File: config.mk
export PLATFORM = sky130hd
export DESIGN_NAME = crc12_serial
export DESIGN_NICKNAME = d
export VERILOG_FILES = /design/src/rtl/nonce_crc_pkg.sv /design/src/rtl/crc12_serial.sv
export SDC_FILE = /design/constraint.sdc
export NUM_CORES = 1
export LEC_CHECK = 0
export BUFFER_PORTS_ARGS = -buffer_cell sky130_fd_sc_hd__clkbuf_2
export CAP_MARGIN = 20
export CORE_MARGIN = 4
export CORE_UTILIZATION = 54
export DETAILED_ROUTE_END_ITERATION = 10
export PLACE_DENSITY = 0.82
export SYNTH_ARGS = -nofsm -noshare
export SYNTH_HDL_FRONTEND = slang
export SYNTH_SLANG_ARGS = --single-unit
File: constraint.sdc
create_clock -name clk -period 2.1 [get_ports clk]
set_clock_uncertainty 0.05 [all_clocks]
set_input_delay 0.42 -clock clk [delete_from_list [all_inputs] [get_ports clk]]
set_output_delay 0.42 -clock clk [all_outputs]
set_load 0.03 [all_outputs]
File: src/rtl/nonce_crc_pkg.sv
// Shared constants, state encoding and the CRC-12 bit step for the nonce CRC checker.
package nonce_crc_pkg;

  localparam int unsigned NONCE_W = 32;
  localparam int unsigned CRC_W   = 12;

  localparam logic [CRC_W-1:0] CRC12_POLY = 12'h80F;
  localparam logic [CRC_W-1:0] CRC12_INIT = 12'h000;

  typedef enum logic [1:0] {
    IDLE  = 2'd0,
    SHIFT = 2'd1,
    DONE  = 2'd2
  } state_e;

  // MSB-first, unreflected: feedback is the outgoing MSB xor the incoming bit.
  function automatic logic [CRC_W-1:0] crc12_step(input logic [CRC_W-1:0] crc, input logic b);
    logic fb;
    fb = crc[CRC_W-1] ^ b;
    return {crc[CRC_W-2:0], 1'b0} ^ (fb ? CRC12_POLY : '0);
  endfunction

endpackage

File: src/rtl/crc12_serial.sv
// Bit-serial CRC-12 engine: folds BITS_PER_CYCLE nonce bits per cycle, MSB first,
// and pulses done for one cycle once the whole word has been folded.
module crc12_serial #(
  parameter int unsigned NONCE_W        = 32,
  parameter int unsigned BITS_PER_CYCLE = 1
) (
  input  logic                            clk,
  input  logic                            reset,
  input  logic                            start,
  input  logic [NONCE_W-1:0]              data,
  output logic                            done,
  output logic [nonce_crc_pkg::CRC_W-1:0] result
);
  import nonce_crc_pkg::*;

  localparam int unsigned Steps = NONCE_W / BITS_PER_CYCLE;
  localparam int unsigned CntW  = (Steps > 1) ? $clog2(Steps) : 1;

  logic [NONCE_W-1:0] data_q;
  logic [CRC_W-1:0]   crc_q;
  logic [CRC_W-1:0]   crc_d;
  logic [CntW-1:0]    cnt_q;
  logic               active_q;
  logic               done_q;

  always_comb begin
    crc_d = crc_q;
    for (int i = 0; i < int'(BITS_PER_CYCLE); i++) begin
      crc_d = crc12_step(crc_d, data_q[NONCE_W-1-i]);
    end
  end

  always_ff @(posedge clk or posedge reset) begin
    if (reset) begin
      data_q   <= '0;
      crc_q    <= '0;
      cnt_q    <= '0;
      active_q <= 1'b0;
      done_q   <= 1'b0;
    end else begin
      done_q <= 1'b0;
      if (start) begin
        data_q   <= data;
        crc_q    <= CRC12_INIT;
        cnt_q    <= '0;
        active_q <= 1'b1;
      end else if (active_q) begin
        crc_q  <= crc_d;
        data_q <= data_q << BITS_PER_CYCLE;
        cnt_q  <= cnt_q + CntW'(1);
        if (cnt_q == CntW'(Steps - 1)) begin
          active_q <= 1'b0;
          done_q   <= 1'b1;
        end
      end
    end
  end

  assign done   = done_q;
  assign result = crc_q;

endmodule

**Word-level counts from Yosys, hierarchy flattened**

Cells that the tools add are included.

- Add/sub/neg operators: 1
- Eq/ne operators: 1
- Bitwise operators: 2
- Muxes and demuxes: 13
- Reduce and logical (&&, ||, !) cells: 1

Operator list:

| kind | number |
|---|---|
| $mux W32 | 2 |
| $mux W12 | 3 |
| $xor A12 B12 Y12 | 1 |
| $mux W5 | 2 |
| $mux W1 | 6 |
| $add A5 B1 Y5 const B | 1 |
| $eq A5 B5 Y1 const B | 1 |
| $reduce_bool A2 Y1 | 1 |
| $xor A1 B1 Y1 | 1 |

- Bits of input ports: 35
- Word-level logic and storage cells: 23
- Flip-flop bits (word level): 51
- Output and inout bits: 13

**Logic depth before layout (Yosys ltp)**

Gate-level depths: netlist of run 1.

- Depth after elaboration: 5
- Mapped depth: 5
- Depth with buffers taken out: 5

**Least setup slack after synthesis of run 1**

No wires, ideal clock.

- Path type: register to register
- Start: register cnt_q[0]
- End: register cnt_q[4]
- Data arrival time: 1.178 ns
- Setup time: 0.118 ns
- Cell stages (with the launch flop): 6
- Buffers on the path: 0
- Path slack: 0.753 ns
- Data required time: 1.932 ns
- Clock period less this slack: 1.347 ns
- Cells stage by stage: dfrtp_1 ha_1 and3_1 ha_1 mux2i_1 nor2_1

- Word-level cells in the longest chain between the ends: 3

RTL lines:

| element | line | source |
|---|---|---|
| start: declaration | crc12_serial.sv:22 | `logic [CntW-1:0] cnt_q;` |
| start signal: assignment | crc12_serial.sv:50 | `cnt_q <= cnt_q + CntW'(1);` |
| $add A5 B1 Y5 | crc12_serial.sv:50 |  |
| $mux W5 | crc12_serial.sv:47 | `end else if (active_q) begin` |
| $mux W5 | crc12_serial.sv:42 | `if (start) begin` |

Every way passes these cells. The select of a mux whose other input is x is not followed.
A chain may end at the register's enable or synchronous reset.

**Final worst setup path of run 1**

- Start: register active_q
- End: register data_q[30]

- Word-level cells in the longest chain between the ends: 1

RTL lines:

| element | line | source |
|---|---|---|
| start: declaration | crc12_serial.sv:23 | `logic active_q;` |
| start signal: assignment | crc12_serial.sv:38 | `active_q <= 1'b0;` |
| start signal: assignment | crc12_serial.sv:46 | `active_q <= 1'b1;` |
| start signal: assignment | crc12_serial.sv:52 | `active_q <= 1'b0;` |
| $reduce_bool A2 Y1 (no source line) | - |  |
| end signal: assignment | crc12_serial.sv:43 | `data_q <= data;` |
| end signal: assignment | crc12_serial.sv:49 | `data_q <= data_q << BITS_PER_CYCLE;` |
| end: declaration | crc12_serial.sv:19 | `logic [NONCE_W-1:0] data_q;` |

Every way passes these cells.

==> results.json, run 1 <==
{
  "worstPathMaxFanout": 23,
  "grt_start_max_net_pins": 31,
  "wirelength_um": 4450,
  "area_delta_synth_final_pct": 15.5,
  "max_freq_mhz": 628,
  "ys_types": 30,
  "globalRouteTotalUtil": 0.179,
  "worstSetupPathType": "flop to flop",
  "cts_tree": "yes",
  "diodes": 0,
  "r2r-end": "data_q[30]$_DFFE_PP0P_",
  "yosys_register_bits": 51,
  "grt_pass1_wl_um": 7350,
  "core-area_sq_um": 4120,
  "synth_top_area_share": 0.540,
  "cts_buffer_depth": 2,
  "tightest_slew_ns": 0.594,
  "fin_hold_ws_ns": 0.0938,
  "arrival_ns": 1.74,
  "nNetsFinal": 302,
  "drc": 0,
  "critPathRequiredTime_ns": 2.25,
  "final_antenna_net_count": 0,
  "wl_per_cell_um": 14.1,
  "gp_congestion": 0.742,
  "period_needed_ns": 1.59,
  "crit_end": "data_q[30]$_DFFE_PP0P_",
  "reg2reg_depth": 3,
  "synthesis.area_sq_um": 2360,
  "clock-root-buffer": "clkbuf_8",
  "cts_resized": 0,
  "yosysWarnings": 0,
  "vias": 1643,
  "die_h_um": 74.2,
  "grt_antenna_before_repair": 0,
  "critical_path_depth": 3,
  "syn_inst": 219,
  "r2r_slack_ns": 0.51,
  "hold_path_class": "primary input to async pin",
  "grt_overflow": 0,
  "clk-insertion-delay-late_ns": 0.31,
  "ios": 48,
  "cts_hold_buffers": 0,
  "h-tree-depth": 2,
  "crit_path_end_kind": "flop",
  "syn_area_per_cell_sq_um": 10.8,
  "slew_viol_final": 0,
  "crit_family": "flip-flops",
  "cts_setup_buffers": 0,
  "cpPeakStageDelay_ns": 0.73,
  "power_density_nw_per_um2": 767,
  "placementRows": 23,
  "finalCritPeriodShare": 0.758,
  "timing_hold_violations_final": 0,
  "maxCapViolCount": 0,
  "rsz0062_at_grt": "no",
  "drive_above_1_share": 0.256,
  "ir_drop_mv": 0.572,
  "cp-start-kind": "flop",
  "yosysSeqAreaShare": 0.540,
  "syn_nets": 256,
  "yosys-top-cells-area": "dfrtp_1 (54%), mux2i_1 (17%), o21ai_1 (5.3%)",
  "drt_iter0_drc": 97,
  "path_cells": "buf_4 > mux2i_1 > o21ai_1",
  "critPathSlowestCell": "dfrtp_2",
  "setup_viol_count_final": 0,
  "first_global_vias": 1546,
  "nFillCells": 335,
  "crit-reg2reg-launch": "active_q$_DFF_PP0_",
  "slew_headroom": 0.603,
  "die_width_um": 74.2,
  "yosys.area.top_type": "dfrtp_1",
  "outcome": "finished clean",
  "io_buffers": 47,
  "start_util": 0.575,
  "dp_hpwl_um": 3160,
  "finalSetupTns_ns": 0,
  "vias_per_cell": 5.20,
  "drt-pass1-iter-count": 4,
  "p_leak_uw": 0.00158,
  "fp.dieArea_sq_um": 5500,
  "crit_start": "active_q$_DFF_PP0_",
  "numCtsBuffers": 5,
  "clk_pin_slew_worst_paths_ns": 0.10,
  "crit_buf_inv": 1,
  "clock-sinks": 51
}
-- metal layers --
metal / up-vias / global-route usage / share of wire / routed length, um
met5: - / 0 / 0 / 0
met4: 0 / 0.0604 / 0.015 / 68
met3: 6 / 0.0405 / 0.046 / 205
met2: 36 / 0.299 / 0.51 / 2280
met1: 764 / 0.231 / 0.43 / 1890
li1: 837 / - / - / -
-- state kept, by name, summed over array words and instances, names as in the netlist --
name,cells
active_q,1
cnt_q,5
data_q,32
done,1
result,12
-- stage by stage --
step                cells  setup WS, ns  instance area, sq um   util  total power, uW
detailed placement    308         0.519                  2620  0.636             1420
global route          316         0.432                  2730  0.664             2200
CTS                   316         0.504                  2730  0.664             2120
floorplan             219         0.400                  2360      -             1320
finish                316         0.509                  2730  0.664             2090
global placement      308         0.617                  2620  0.636             1410
-- worst min-delay path by stage --
stage                     depth (start not counted)                    end            startpoint  slack [ns]
after global routing                              2  data_q[5]$_DFFE_PP0P_                 reset        0.14
final                                             2  data_q[5]$_DFFE_PP0P_                 reset        0.09
after floorplan                                   2   cnt_q[4]$_DFFE_PP0P_  cnt_q[4]$_DFFE_PP0P_        0.44
after global placement                            2  data_q[7]$_DFFE_PP0P_                 reset        0.45
after detailed placement                          2  data_q[7]$_DFFE_PP0P_                 reset        0.45
after CTS                                         2  data_q[7]$_DFFE_PP0P_                 reset        0.10
-- cell usage in the layout, fill, tap and decap left out, types with 2 or more instances in the layout --
cell type / synthesis / routed
buf_4: 2 / 6
clkbuf_2: 0 / 47
clkbuf_8: 0 / 5
dfrtp_1: 51 / 50
ha_1: 2 / 2
inv_2: 1 / 2
mux2i_1: 40 / 40
nand2_1: 33 / 33
nand2b_1: 4 / 4
nand3_1: 3 / 3
nand3b_1: 2 / 2
nor2_1: 18 / 18
o21ai_0: 7 / 7
o21ai_1: 25 / 25
o221ai_1: 2 / 2
xor2_1: 3 / 3
-- worst reg2reg max path, cell delays in order, from the launching register on --
cell	delay [ns]
dfrtp_2	0.73
buf_4	0.34
mux2i_1	0.27
o21ai_1	0.09
-- cells by family after synthesis --
family | count (synthesis) | share of synthesized area
and+or+nand+nor | 65 | 0.119
DFF | 51 | 0.540
muxes | 40 | 0.169
AOI/OAI and AO/OA | 38 | 0.0878
buffers and inverters | 18 | 0.0524
xor gates and xnor gates | 5 | 0.0217
adders and majority gates | 2 | 0.0106
-- layout make-up --
cell class | count | area [sq um] | area share
inverters | 3 | 11.3 | 0.00412
flip-flops and latches | 51 | 1280 | 0.468
well taps | 50 | 62.6 | 0.0229
multi-input cells | 150 | 965 | 0.353
clock inverters | 3 | 46.3 | 0.0169
clock buffers | 5 | 68.8 | 0.0252
repair buffers | 54 | 300 | 0.110
-- synthesized netlist by cell type, drive strengths merged --
cell,instances
dfrtp,51
mux2i,40
nand2,33
o21ai,32
nor2,18
buf,13
nand2b,4
xor2,4
inv,3
nand3,3
clkbuf,2
ha,2
nand3b,2
nor3,2
o221ai,2
a21o,1
a21oi,1
a31o,1
and3,1
nand4,1
o311ai,1
or2,1
xnor2,1
-- power breakdown --
group | internal (uW) | total [uW] | switching, uW | leakage, uW
registers | 1060 | 1120 | 59.2 | 0.000642
clock network | 359 | 694 | 336 | 0.0000548
logic | 114 | 280 | 166 | 0.000884
total | 1530 | 2090 | 561 | 0.00158
Power figures use the tool's default switching activity.
==> run 2, diff against run 1 <==
--- a/config.mk
+++ b/config.mk
@@ -8,9 +8,9 @@
 export BUFFER_PORTS_ARGS = -buffer_cell sky130_fd_sc_hd__clkbuf_2
 export CAP_MARGIN = 20
 export CORE_MARGIN = 4
-export CORE_UTILIZATION = 54
+export CORE_UTILIZATION = 49
 export DETAILED_ROUTE_END_ITERATION = 10
-export PLACE_DENSITY = 0.82
+export PLACE_DENSITY = 0.78
 export SYNTH_ARGS = -nofsm -noshare
 export SYNTH_HDL_FRONTEND = slang
 export SYNTH_SLANG_ARGS = --single-unit
==> constraint.sdc (replaced) <==
create_clock -name clk -period 1.4 [get_ports clk]
set_clock_uncertainty 0.05 [all_clocks]
set_input_delay 0.28 -clock clk [delete_from_list [all_inputs] [get_ports clk]]
set_output_delay 0.28 -clock clk [all_outputs]
set_load 0.03 [all_outputs]
==> run 2 against run 1 <==
  * Largest power group unchanged
  * Worst setup slack lost 0.44 ns
  * Clock power increased by 69%
  * First-iteration DRC count increased by 12%
==> results.json, run 2 (synthesized netlist as in run 1, its figures left out) <==
{
  "clock-sinks": 51,
  "outcome": "finished clean",
  "grt_start_max_net_pins": 52,
  "drt_iter0_drc": 109,
  "largest_reg_flops": 32,
  "power_density_nw_per_um2": 1150,
  "worstSetupPathType": "flop to flop",
  "clock-root-buffer": "clkbuf_8",
  "cp-start-kind": "flop",
  "drc": 0,
  "ios": 48,
  "final_antenna_net_count": 0,
  "setup_viol_count_final": 0,
  "grt_pass1_wl_um": 7190,
  "critPathSlowestCell": "dfrtp_1",
  "placementRows": 25,
  "regMostFlops": "data_q",
  "finalSetupTns_ns": 0,
  "start_util": 0.504,
  "wirelength_um": 4200,
  "wl_per_cell_um": 12.8,
  "drive_above_1_share": 0.282,
  "cpPeakStageDelay_ns": 0.41,
  "gp_congestion": 0.818,
  "period_needed_ns": 1.33,
  "arrival_ns": 1.47,
  "numCtsBuffers": 5,
  "drt-pass1-iter-count": 4,
  "io_buffers": 47,
  "fin_hold_ws_ns": 0.144,
  "slew_viol_final": 0,
  "ir_drop_mv": 0.674,
  "cts_buffer_depth": 2,
  "hold_path_class": "primary input to flop",
  "vias": 1672,
  "globalRouteTotalUtil": 0.146,
  "p_leak_uw": 0.00162,
  "crit_path_end_kind": "flop",
  "most-common-layout-cells": "dfrtp_1 (50), clkbuf_2 (47), mux2i_1 (40)",
  "timing_hold_violations_final": 0,
  "nNetsFinal": 309,
  "finalCritPeriodShare": 0.949,
  "path_cells": "ha_2 > and3_4 > ha_4 > mux2i_1 > nor2_1",
  "die_h_um": 77.5,
  "cts_tree": "yes",
  "clk-insertion-delay-late_ns": 0.29,
  "area_delta_synth_final_pct": 20.5,
  "core-area_sq_um": 4690,
  "fp.dieArea_sq_um": 6000,
  "max_freq_mhz": 752,
  "worstPathMaxFanout": 2,
  "grt_overflow": 0,
  "vias_per_cell": 5.11,
  "rsz0062_at_grt": "no",
  "diodes": 0,
  "dp_hpwl_um": 2990,
  "tightest_slew_ns": 0.310,
  "maxCapViolCount": 0,
  "die_width_um": 77.5,
  "first_global_vias": 1665,
  "layout_commonest_cell": "dfrtp_1",
  "grt_antenna_before_repair": 0,
  "critPathRequiredTime_ns": 1.54,
  "h-tree-depth": 2,
  "clk_pin_slew_worst_paths_ns": 0.09,
  "slew_headroom": 0.793
}
-- run 2: cell count changes in the layout (fill, tap and decap cells not counted), sizes merged --
cell,delta
dlygate4sd3,+1
clkinvlp,+1
buf,+6
bufinv,+1
inv,-2
-- run 2: worst max-delay path: cells and delay by family, from the launching register on --
family | cells | cell delay (ns)
flops | 1 | 0.41
fa+ha+maj | 2 | 0.40
simple gates | 2 | 0.24
mux | 1 | 0.13
-- run 2: layout make-up --
type	instances	area [sq um]
Fill cell	394	1840
Tap cell	54	67.6
Inverter	3	15.0
Sequential cell	51	1280
Multi-Input combinational cell	150	985
Clock inverter	3	67.6
Timing Repair Buffer	61	368
Clock buffer	5	68.8
-- run 2: power by group --
part	internal (uW)	switching (uW)
Clock	712	460
Sequential	1590	80.6
Combinational	187	252
-- run 2: routing by layer --
layer,wire [um],global-route usage,part of all wire,vias up
met5,0,0,0,-
met4,35,0.0498,0.0083,0
met2,2190,0.251,0.52,31
met3,120,0.0232,0.029,2
met1,1860,0.188,0.44,788
li1,-,-,-,851
-- run 2: metrics by stage --
| stage | cell area, sq um | worst slack [ns] | utilization | instances | power [uW] |
|---|---|---|---|---|---|
| detailed placement | 2670 | 0.0169 | 0.569 | 316 | 2140 |
| global route | 2850 | 0.0212 | 0.607 | 327 | 3440 |
| global placement | 2670 | 0.0635 | 0.569 | 316 | 2120 |
| finish | 2850 | 0.0709 | 0.607 | 327 | 3280 |
| floorplan | 2370 | 0.0531 | - | 219 | 1980 |
| CTS | 2820 | 0.0170 | 0.602 | 326 | 3310 |
-- run 2: final timing paths --
| kind | endpoint | slack, ns | start | cells past startpoint |
|---|---|---|---|---|
| max reg2reg | cnt_q[4]$_DFFE_PP0P_ | 0.07 | cnt_q[1]$_DFFE_PP0P_ | 5 |
| min reg2reg | data_q[15]$_DFFE_PP0P_ | 0.50 | data_q[14]$_DFFE_PP0P_ | 2 |
| max | cnt_q[4]$_DFFE_PP0P_ | 0.07 | cnt_q[1]$_DFFE_PP0P_ | 5 |
| min in group asynchronous | result[7]$_DFFE_PP0P_ | 0.52 | reset | 4 |
| min | data_q[26]$_DFFE_PP0P_ | 0.14 | data[26] | 3 |
| max in group asynchronous | active_q$_DFF_PP0_ | 0.54 | reset | 4 |
-- run 2: what timing repair did --
| action | CTS | global route |
|---|---|---|
| hold endpoints to repair | 51 | 0 |
| gates resized for setup | 1 | 2 |
| setup endpoints to repair | 1 | 1 |
| hold buffers | 1 | 0 |
| setup buffers | 1 | 1 |
| pin swaps | 0 | 2 |
==> run 3, diff against run 2 <==
--- a/config.mk
+++ b/config.mk
@@ -5,10 +5,11 @@
 export SDC_FILE = /design/constraint.sdc
 export NUM_CORES = 1
 export LEC_CHECK = 0
+export ABC_AREA = 1
 export BUFFER_PORTS_ARGS = -buffer_cell sky130_fd_sc_hd__clkbuf_2
 export CAP_MARGIN = 20
 export CORE_MARGIN = 4
-export CORE_UTILIZATION = 49
+export CORE_UTILIZATION = 48
 export DETAILED_ROUTE_END_ITERATION = 10
 export PLACE_DENSITY = 0.78
 export SYNTH_ARGS = -nofsm -noshare
==> run 3 against run 2 <==
  * First-iteration DRC count increased by 18%
  * Synthesized area down 8.0%
  * Critical path type unchanged
  * Non-clock buffer count decreased by 1
  * Fmax shrank 2.1%
  * Via count grew 8.0%
  * Total power grew 4.9%
  * Largest power group unchanged
  * Final area shrank 4.7%
  * Global-route usage up 3.9 points
==> results.json, run 3 <==
{
  "outcome": "finished clean",
  "nFillCells": 386,
  "synth_flop_cell": "dfrtp_1",
  "nNetsFinal": 328,
  "maxCapViolCount": 0,
  "synthesis.area_sq_um": 2170,
  "synth_top_area_share": 0.587,
  "clock-root-buffer": "clkbuf_8",
  "yosysSeqAreaShare": 0.587,
  "clock-sinks": 51,
  "tightest_slew_ns": 0.399,
  "fin_ws_ns": 0.0418,
  "placed_area_sq_um": 2540,
  "synth-edff-count": 0,
  "arrival_ns": 1.51,
  "die_width_um": 75.3,
  "vias_per_cell": 5.25,
  "period_needed_ns": 1.36,
  "area_delta_synth_final_pct": 24.9,
  "fp.dieArea_sq_um": 5670,
  "grt_overflow": 0,
  "ir_drop_mv": 0.753,
  "p_leak_uw": 0.00139,
  "drt-pass1-iter-count": 4,
  "power_density_nw_per_um2": 1270,
  "timing_hold_violations_final": 0,
  "regMostFlops": "data_q",
  "start_util": 0.496,
  "synth_common_cells": "nand2_1 (80), dfrtp_1 (51), a22oi_1 (26)",
  "grt_pass1_wl_um": 7870,
  "ys_async_sr_fraction": 1.00,
  "worstPathMaxFanout": 3,
  "syn_nets": 273,
  "ys_types": 18,
  "synth_xor_area_frac": 0,
  "synth-compound-area-share": 0.150,
  "hold_path_class": "primary input to flop",
  "crit-reg2reg-launch": "cnt_q[1]$_DFFE_PP0P_",
  "slew_viol_final": 0,
  "grt_start_max_net_pins": 25,
  "drt_iter0_drc": 129,
  "clk-insertion-delay-late_ns": 0.31,
  "final_antenna_net_count": 0,
  "pre_cts_ws_ns": 0.0294,
  "dp_hpwl_um": 3340,
  "yosys.area.top_type": "dfrtp_1",
  "syn_inst": 236,
  "synth.most_common_cell": "nand2_1",
  "most-common-layout-cells": "nand2_1 (79), dfrtp_1 (51), clkbuf_2 (47)",
  "cts_buffer_depth": 2,
  "wl_per_cell_um": 14.0,
  "layout_commonest_cell": "nand2_1",
  "vias": 1805,
  "crit_path_end_kind": "flop",
  "final_area_sq_um": 2720,
  "clk_pin_slew_worst_paths_ns": 0.09,
  "holdCritStartpoint": "data[1]",
  "setup_viol_count_final": 0,
  "diodes": 0,
  "critPathRequiredTime_ns": 1.55,
  "worstSetupPathType": "flop to flop",
  "globalRouteTotalUtil": 0.185,
  "gp_congestion": 0.821,
  "grt_antenna_before_repair": 0,
  "wirelength_um": 4810,
  "cp-start-kind": "flop",
  "yosys_register_bits": 51,
  "drive_above_1_share": 0.260,
  "yosys-top-cells-area": "dfrtp_1 (59%), nand2_1 (14%), a22oi_1 (9.0%)",
  "core-area_sq_um": 4380,
  "placementRows": 24,
  "final_util": 0.619,
  "synthAdderAreaFrac": 0.0115,
  "crit_start": "cnt_q[1]$_DFFE_PP0P_",
  "yosys.area_share.simple": 0.185,
  "slew_headroom": 0.733,
  "syn_area_per_cell_sq_um": 9.21,
  "first_global_vias": 1685,
  "numCtsBuffers": 5,
  "ios": 48,
  "finalCritPeriodShare": 0.970,
  "synth_top_family_by_area": "simple AND/OR/NAND/NOR gates",
  "h-tree-depth": 2,
  "io_buffers": 47,
  "largest_reg_flops": 32,
  "cts_tree": "yes",
  "max_freq_mhz": 736,
  "synthMuxAreaShare": 0,
  "drc": 0,
  "die_h_um": 75.3,
  "yosysWarnings": 0
}
run 3: area by class of cell:
type	instances	area, sq um	area share
clock buffer	5	68.8	0.0253
clock inverter	3	67.6	0.0249
inverter	23	90.1	0.0332
multi-input combinational	150	762	0.281
sequential	51	1280	0.470
tap	52	65.1	0.0240
timing repair buffer	60	385	0.142
run 3: worst paths after layout:
check	end	slack, ns	cells past startpoint
worst max-delay path	cnt_q[4]$_DFFE_PP0P_	0.04	5
worst min-delay path	data_q[1]$_DFFE_PP0P_	0.15	3
worst max register to register	cnt_q[4]$_DFFE_PP0P_	0.04	5
worst min register to register	data_q[17]$_DFFE_PP0P_	0.44	2
max in group asynchronous	data_q[1]$_DFFE_PP0P_	0.38	4
min in group asynchronous	cnt_q[1]$_DFFE_PP0P_	0.44	3
run 3: routing by layer:
layer  vias up  routed length (um)  track usage
li1        887                   -            -
met1       857                2160        0.247
met2        55                2280        0.294
met3         6                 310       0.0567
met4         0                  63       0.0524
met5         -                   0            0
run 3: through the flow:
step	setup TNS, ns	hold slack [ns]	total power, uW	std cells
after floorplan	0	0.279	2030	236
after global placement	0	0.231	2180	332
after detailed placement	0	0.232	2210	332
after CTS	0	0.149	3420	341
after global routing	-0.0103	0.145	3620	344
final	0	0.151	3440	344
run 3: repair_timing:
action                                  4_1_cts  5_1_grt
endpoints found under the setup margin        0        1
gates resized for setup                       0        3
setup buffers                                 0        3
hold buffers                                  1        0
hold endpoints to repair                     15        0
run 3: critical path: stages (launching register included):
cell and delay (ns):
dfrtp_1 0.41, ha_2 0.21, nand2_2 0.09, nor2_2 0.04
ha_1 0.27, a22o_1 0.18
run 3: logic make-up (layout without fill, tap and decap cells):
logic type,after synthesis,after routing
adder cells (fa/ha/maj),2,2
AND/OR/NAND/NOR,100,100
buffers and inverters,35,91
AO/OA/AOI/OAI,48,48
flip-flops,51,51
run 3: power by group:
group          leakage (uW)  switching (uW)  internal (uW)
logic              0.000687             288            225
registers          0.000640            96.4           1610
clock network     0.0000644             509            713
